**src/rtl/add16_share_ctrl.sv**
```systemverilog
// Arbitrates two requesters onto one shared 16-bit adder and sequences a
// NUM_SLICES-wide add through it, low slice first, chaining the carry.
module add16_share_ctrl #(
    parameter int NUM_SLICES = 2,
    parameter bit RR_INIT    = 1'b0,
    localparam int W         = 16 * NUM_SLICES
) (
    input  logic         clk,
    input  logic         rst_n,
    input  logic         req0,
    input  logic [W-1:0] a0,
    input  logic [W-1:0] b0,
    input  logic         cin0,
    input  logic         req1,
    input  logic [W-1:0] a1,
    input  logic [W-1:0] b1,
    input  logic         cin1,
    output logic         gnt0,
    output logic         gnt1,
    output logic         busy,
    output logic         res_valid,
    output logic         res_id,
    output logic [W-1:0] res_sum,
    output logic         res_cout,
    output logic [15:0]  add_a,
    output logic [15:0]  add_b,
    output logic         add_cin,
    input  logic [15:0]  add_sum,
    input  logic         add_cout
);

    typedef enum logic [1:0] {IDLE, RUN, DONE} state_t;

    state_t       state_q;
    logic         prio_q;
    logic         owner_q;
    logic         carry_q;
    logic [1:0]   slice_q;
    logic [W-1:0] a_q;
    logic [W-1:0] b_q;
    logic [W-1:0] acc_q;
    logic [W-1:0] acc_d;
    logic [W-1:0] res_sum_q;
    logic         res_cout_q;
    logic         res_id_q;
    logic         res_valid_q;
    logic         gnt0_q;
    logic         gnt1_q;

    logic         pick1;
    logic         in_run;
    logic         last_slice;
    logic [15:0]  a_sl [4];
    logic [15:0]  b_sl [4];

    // Slice views padded to four entries so slice_q can index them directly.
    for (genvar gi = 0; gi < 4; gi++) begin : g_slice
        if (gi < NUM_SLICES) begin : g_live
            assign a_sl[gi] = a_q[16*gi +: 16];
            assign b_sl[gi] = b_q[16*gi +: 16];
            assign acc_d[16*gi +: 16] = (slice_q == 2'(gi)) ? add_sum : acc_q[16*gi +: 16];
        end else begin : g_pad
            assign a_sl[gi] = '0;
            assign b_sl[gi] = '0;
        end
    end

    // prio_q names the requester that wins a tie.
    assign pick1      = req1 & (~req0 | prio_q);
    assign in_run     = (state_q == RUN);
    assign last_slice = (slice_q == 2'(NUM_SLICES - 1));

    assign add_a   = in_run ? a_sl[slice_q] : 16'h0000;
    assign add_b   = in_run ? b_sl[slice_q] : 16'h0000;
    assign add_cin = in_run & carry_q;

    always_ff @(posedge clk or negedge rst_n) begin
        if (!rst_n) begin
            state_q     <= IDLE;
            prio_q      <= RR_INIT;
            owner_q     <= 1'b0;
            carry_q     <= 1'b0;
            slice_q     <= 2'd0;
            a_q         <= '0;
            b_q         <= '0;
            acc_q       <= '0;
            res_sum_q   <= '0;
            res_cout_q  <= 1'b0;
            res_id_q    <= 1'b0;
            res_valid_q <= 1'b0;
            gnt0_q      <= 1'b0;
            gnt1_q      <= 1'b0;
        end else begin
            gnt0_q      <= 1'b0;
            gnt1_q      <= 1'b0;
            res_valid_q <= 1'b0;
            case (state_q)
                IDLE: begin
                    if (req0 | req1) begin
                        owner_q <= pick1;
                        a_q     <= pick1 ? a1 : a0;
                        b_q     <= pick1 ? b1 : b0;
                        carry_q <= pick1 ? cin1 : cin0;
                        slice_q <= 2'd0;
                        gnt0_q  <= ~pick1;
                        gnt1_q  <= pick1;
                        prio_q  <= ~pick1;
                        state_q <= RUN;
                    end
                end
                RUN: begin
                    acc_q   <= acc_d;
                    carry_q <= add_cout;
                    slice_q <= slice_q + 2'd1;
                    // Published result changes only when a full operation completes.
                    if (last_slice) begin
                        res_sum_q   <= acc_d;
                        res_cout_q  <= add_cout;
                        res_id_q    <= owner_q;
                        res_valid_q <= 1'b1;
                        state_q     <= DONE;
                    end
                end
                DONE: state_q <= IDLE;
                default: state_q <= IDLE;
            endcase
        end
    end

    assign gnt0      = gnt0_q;
    assign gnt1      = gnt1_q;
    assign busy      = (state_q != IDLE);
    assign res_valid = res_valid_q;
    assign res_id    = res_id_q;
    assign res_sum   = res_sum_q;
    assign res_cout  = res_cout_q;

endmodule

```
**config.mk**
```make
export PLATFORM = sky130hd
export DESIGN_NAME = add16_share_ctrl
export DESIGN_NICKNAME = d
export VERILOG_FILES = /design/src/rtl/add16_share_ctrl.sv
export SDC_FILE = /design/constraint.sdc
export NUM_CORES = 1
export LEC_CHECK = 0
export ABC_AREA = 0
export BUFFER_PORTS_ARGS = -buffer_cell sky130_fd_sc_hd__buf_4
export CORE_ASPECT_RATIO = 1.5
export CORE_UTILIZATION = 44
export DETAILED_ROUTE_END_ITERATION = 7
export PLACE_DENSITY = 0.76
export SYNTH_ARGS = -nofsm -noshare
export SYNTH_HDL_FRONTEND = slang
export SYNTH_SLANG_ARGS = --single-unit
```
**constraint.sdc**
```tcl
create_clock -name clk -period 2.3 [get_ports clk]
set_clock_uncertainty 0.15 [all_clocks]
set_input_delay 0.46 -clock clk [delete_from_list [all_inputs] [get_ports clk]]
set_output_delay 0.46 -clock clk [all_outputs]
set_load 0.05 [all_outputs]
```
# Word-level counts from Yosys, hierarchy flattened

Index checks and enable logic that the tools add are counted.
Widths: inputs -> output; s select.

Add/sub/neg operators: 1
Magnitude comparators: 1
Equality and inequality tests: 4
Muxes and demuxes: 26
Bitwise gates (word level): 7
Reduce and logical (&&, ||, !) cells: 8

Operator list:

| kind                | number |
|---|---|
| $mux 16             | 8 |
| $bmux 16 s2         | 2 |
| $mux 32             | 2 |
| $mux 1              | 8 |
| $pmux 2 s2          | 2 |
| $reduce_and 2->1    | 4 |
| $mux 2              | 3 |
| $eq 2x1->1 const B  | 2 |
| $logic_not 2->1     | 2 |
| $reduce_bool 2->1   | 2 |
| $ge 3x3->1 const B  | 1 |
| $not 2->3           | 1 |
| $add 2x1->2 const B | 1 |
| $and 1x1->1         | 2 |
| $ne 2x1->1 const B  | 1 |
| $ne 2x2->1 const B  | 1 |
| $not 1->1           | 2 |
| $or 1x1->1          | 2 |
| $pmux 1 s2          | 1 |

Register bits after elaboration: 140
Input port bits: 151
Output and inout bits: 71
Word-level logic and storage cells: 61

# Depth between registers and ports, before layout

Depth in word-level cells: 6
Gate-level depth with buffers: 8
Mapped depth without buffers: 6

# Least setup slack after synthesis

Ideal clock, no wire load.

Path kind: register to register
Start point: register slice_q[0]
End point: register acc_q[10]
Setup time: 125 ps
Arrival time: 2,069 ps
Data required time: 2,025 ps
Setup slack: -43 ps
Cell stages (with the launch flop): 9
Buffers on the path: 4
Clock period less this slack: 2,343 ps
Path through: dfrtp_1 > buf_2 > buf_1 > inv_1 > ha_1 > buf_2 > nand2_2 > buf_2 > mux2_2

Word-level cells in the longest chain between the ends: 2

Ends and longest elaborated chain:

| element                | line | RTL |
|---|---|---|
| from (decl)            | 38   | `logic [1:0] slice_q;` |
| from (signal assigned) | 114  | `slice_q <= slice_q + 2'd1;` |
| $logic_not 2->1        | 61   | `assign acc_d[16*gi +: 16] = (slice_q == 2'(gi)) ? add_sum : acc_q[16*gi +: 16];` |
| $mux 16                | 61   |  |
| to (signal assigned)   | 86   | `acc_q <= '0;` |
| to (signal assigned)   | 112  | `acc_q <= acc_d;` |
| to (decl)              | 41   | `logic [W-1:0] acc_q;` |

Every way passes these cells.
A chain may end at the register's enable or synchronous reset.

# Worst setup path after layout

Start point: register state_q[0]
End point: output add_b[8]

Word-level cells in the longest chain between the ends: 2

Ends and longest elaborated chain:

| element                | line | RTL |
|---|---|---|
| from (decl)            | 34   | `state_t state_q;` |
| from (signal assigned) | 79   | `state_q <= IDLE;` |
| from (signal assigned) | 108  | `state_q <= RUN;` |
| from (signal assigned) | 121  | `state_q <= DONE;` |
| $eq 2x1->1             | 70   | `assign in_run = (state_q == RUN);` |
| $mux 16                | 74   | `assign add_b = in_run ? b_sl[slice_q] : 16'h0000;` |
| to (decl)              | 26   | `output logic [15:0] add_b,` |

Every way passes these cells.

==> impl_metrics.toml <==
[finish]
leading_cell_type_in_the_layout_fill_and_taps_excluded = "sky130_fd_sc_hd__buf_4"
commonest_cells_after_routing_fill_and_taps_aside = "219 x sky130_fd_sc_hd__buf_4, 121 x sky130_fd_sc_hd__dfrtp_1, 99 x sky130_fd_sc_hd__nand2_1, 73 x sky130_fd_sc_hd__mux2i_1, 43 x sky130_fd_sc_hd__o21ai_0"
antenna_fix_cells = 0
layout.cells.non_filler = 917
fill_cells = 964
design.final.nets = 901
final_layout_size_suffix_gt1_share_pct = 40.2
area.growth.synth_to_final_pct = 44.7

[drt]
first_pass_detailed_route_iteration_total = 4
finalWirelength_um = 15500
wire_length_per_cell_after_detailed_routing_um = 16.9
dr.first_iter.drc_count = 207
via_count = 4771
post_drt_via_cell_ratio = 5.20
drt.antenna.violating_nets = 0
drt_drc_violations_left = 0

[power]
power_frac_comb_pct = 51.7
leakagePower_uw = 0.00451
power.density_nw_per_um2 = 1700
share_clk_of_total_power_pct = 20.9
vdd_drop_max_v = 0.00121
sw_frac_of_total_pct = 43.2
seqPwrFrac_pct = 27.4
p_int_uw = 8090
switchingPower_uw = 6140

[timing]
finalWorstPathRequiredPeriod_ps = 2230
hold-worst-slack_ps = 103
min_period_over_period_pct = 97.2
timing_max_transition_violations_final = 0
timing.slew.headroom_pct = 32.8
final-hold-violation-count = 0
setup_viol_count_final = 0
timing.fmax_mhz = 448
timing_worst_slew_pin_value_ps = 1010

[status]
run_status = "finished clean"

[global_routing]
via_count_of_the_first_global_routing_pass = 5040
global_route.usage.met2_pct = 42.1
grt_antenna_before_repair = 0
gr-usage-met1_pct = 25.5
grt_first_pass_wirelength_um = 24200
grt_overflow_total = 0
grt_total_usage_pct = 23.4
met3_usage_pct = 6.30
grt_start_max_net_pins = 52
most_congested_layer_reported_by_global_routing = "met2"

[placement]
placement.io_buffers = 221
replace_congestion = 0.802
placedCellCount = 882
place.detailed.hpwl_um = 11400

[floorplan]
core-area_sq_um = 12600
fp.dieArea_sq_um = 13600
die_w_um = 95.5
row_count = 50
io-pin-count = 222
start_util_pct = 45.7
fp.dieH_um = 142

[setup_path]
worst_setup_path_type = "flop to primary output"
critical_path_fanouts_max = 9
cp_data_arrival_time_ps = 1620
crit_path_start_kind = "flop"
critical_path.endpoint_type = "primary output"
required_time_at_the_endpoint_of_the_critical_path_ps = 1690

[cts]
clock_sinks = 124
clk_latency_ps = 400
cts_root_buffer_type = "sky130_fd_sc_hd__clkbuf_16"
max-clock-path-buffers = 2
tritoncts = "done"
cts_buffers = 17
cts.reportedPaths.clkPinSlew_ps = 60
maximum_level_of_the_cts_h_tree = 4

[synth]
synth.yosys.seq_area_share_pct = 53.7
synth_area_sq_um = 5770
synth.ff_latch_count = 124
average_footprint_of_a_synthesized_cell_sq_um = 10.9
ys.warnings.count = 0
synth_fp_nets = 682
post_synth_num_cell_types = 29
synthCells = 529

[worst_hold_path]
hold_class = "primary input to flop"

[job]
maxCapViolations = 0
## synthesized netlist by cell type
cell type                     n  area share, %
sky130_fd_sc_hd__inv_2        1          0.065
sky130_fd_sc_hd__nand2_1     99            6.4
sky130_fd_sc_hd__nor2b_4      1           0.24
sky130_fd_sc_hd__a22o_2      10            1.7
sky130_fd_sc_hd__nor2_2       1           0.11
sky130_fd_sc_hd__nor2_1      33            2.1
sky130_fd_sc_hd__inv_1        4           0.26
sky130_fd_sc_hd__nand2b_1     1           0.11
sky130_fd_sc_hd__nand3_1      2           0.17
sky130_fd_sc_hd__clkinv_1     1          0.065
sky130_fd_sc_hd__o21ai_0     44            3.8
sky130_fd_sc_hd__a21o_1      41            5.3
sky130_fd_sc_hd__a21o_2       1           0.15
sky130_fd_sc_hd__clkbuf_1    12           0.78
sky130_fd_sc_hd__a2111oi_4    1           0.48
sky130_fd_sc_hd__a22o_1      30            4.6
sky130_fd_sc_hd__o211ai_1     1           0.13
sky130_fd_sc_hd__buf_2       19            1.6
sky130_fd_sc_hd__o21ai_2      1           0.15
sky130_fd_sc_hd__buf_6        6            1.2
sky130_fd_sc_hd__buf_4        1           0.13
sky130_fd_sc_hd__mux2_2      16            3.1
sky130_fd_sc_hd__mux2i_1     73             13
sky130_fd_sc_hd__and2_1       1           0.11
sky130_fd_sc_hd__nand2_2      1           0.11
sky130_fd_sc_hd__buf_1        1          0.065
sky130_fd_sc_hd__dfrtp_1    124             54
sky130_fd_sc_hd__ha_1         2           0.43
sky130_fd_sc_hd__nor3_1       1          0.087
## registers in the layout, summed over array words and instances (netlist names)
| signal | flops |
|---|---|
| res_cout | 1 |
| gnt1 | 1 |
| carry_q | 1 |
| b_q | 32 |
| slice_q | 2 |
| a_q | 32 |
| state_q | 2 |
| res_id | 1 |
| res_sum | 32 |
| acc_q | 16 |
| owner_q | 1 |
| prio_q | 1 |
| res_valid | 1 |
| gnt0 | 1 |
## area by class of cell
| class | instances | area (sq um) | share of cell area [%] |
|---|---|---|---|
| Tap cell | 156 | 195 | 2.34 |
| Timing Repair Buffer | 239 | 1910 | 22.9 |
| Clock buffer | 20 | 457 | 5.47 |
| Inverter | 6 | 22.5 | 0.270 |
| Clock inverter | 12 | 209 | 2.50 |
| Sequential cell | 124 | 3110 | 37.2 |
| Multi-Input combinational cell | 360 | 2450 | 29.4 |
## per-layer routing
metal	up-vias	wire length [um]
li1	2272	-
met1	2320	5900
met3	22	939
met5	-	0
met4	0	278
met2	157	8400
## worst max-delay path, cell delays in order (launching register included)
cell                      delay (ps)
sky130_fd_sc_hd__dfrtp_2         410
sky130_fd_sc_hd__nor2b_4         170
sky130_fd_sc_hd__nand2_1          80
sky130_fd_sc_hd__buf_4           180
sky130_fd_sc_hd__nor2_1          150
sky130_fd_sc_hd__buf_4           220
## power by group through the flow
stage               Clock [uW]  Sequential, uW  Combinational [uW]
detailed placement           0            3940                7240
finish                    2980            3890                7360
global route              3110            4030                7850
CTS                       3020            3900                7320
global placement             0            3890                7070
floorplan                    0            4830                4200
## final timing paths
check | from | end | slack (ps) | depth (start not counted)
worst max-delay path | state_q[0] | add_b[8] | 70 | 5
worst min-delay path | b1[6] | b_q[6] | 100 | 2
worst max register to register | state_q[0] | b_q[3] | 240 | 4
worst min register to register | b_q[30] | b_q[30] | 320 | 2
max in group asynchronous | rst_n | a_q[30] | 950 | 3
min in group asynchronous | rst_n | acc_q[1] | 410 | 2
## stage by stage
step | instance area [sq um] | util [%] | setup TNS [ps] | setup slack (ps) | total power, uW
after global routing | 8350 | 66.1 | -5.17 | -5.17 | 15000
after global placement | 7610 | 60.2 | 0 | 277 | 11000
final | 8350 | 66.1 | 0 | 65.5 | 14200
after detailed placement | 7610 | 60.2 | 0 | 191 | 11200
after floorplan | 5770 | - | 0 | 59.9 | 9030
after CTS | 8300 | 65.7 | 0 | 8.48 | 14200
## cells by family after synthesis
group / count (synthesis) / synth area share, %
buffers and inverters: 45 / 4.18
AO/OA/AOI/OAI: 129 / 16.3
adder cells (fa/ha/maj): 2 / 0.433
multiplexers: 89 / 15.8
flip-flops: 124 / 53.7
AND/OR/NAND/NOR: 140 / 9.51
## what timing repair did
action,in CTS,in global routing
endpoints found under the setup margin,32,24
endpoints found under the hold margin,35,0
resized for setup,1,15
hold buffers,1,0
buffers inserted,2,0
Note: power is estimated with default switching activity, not from simulation.
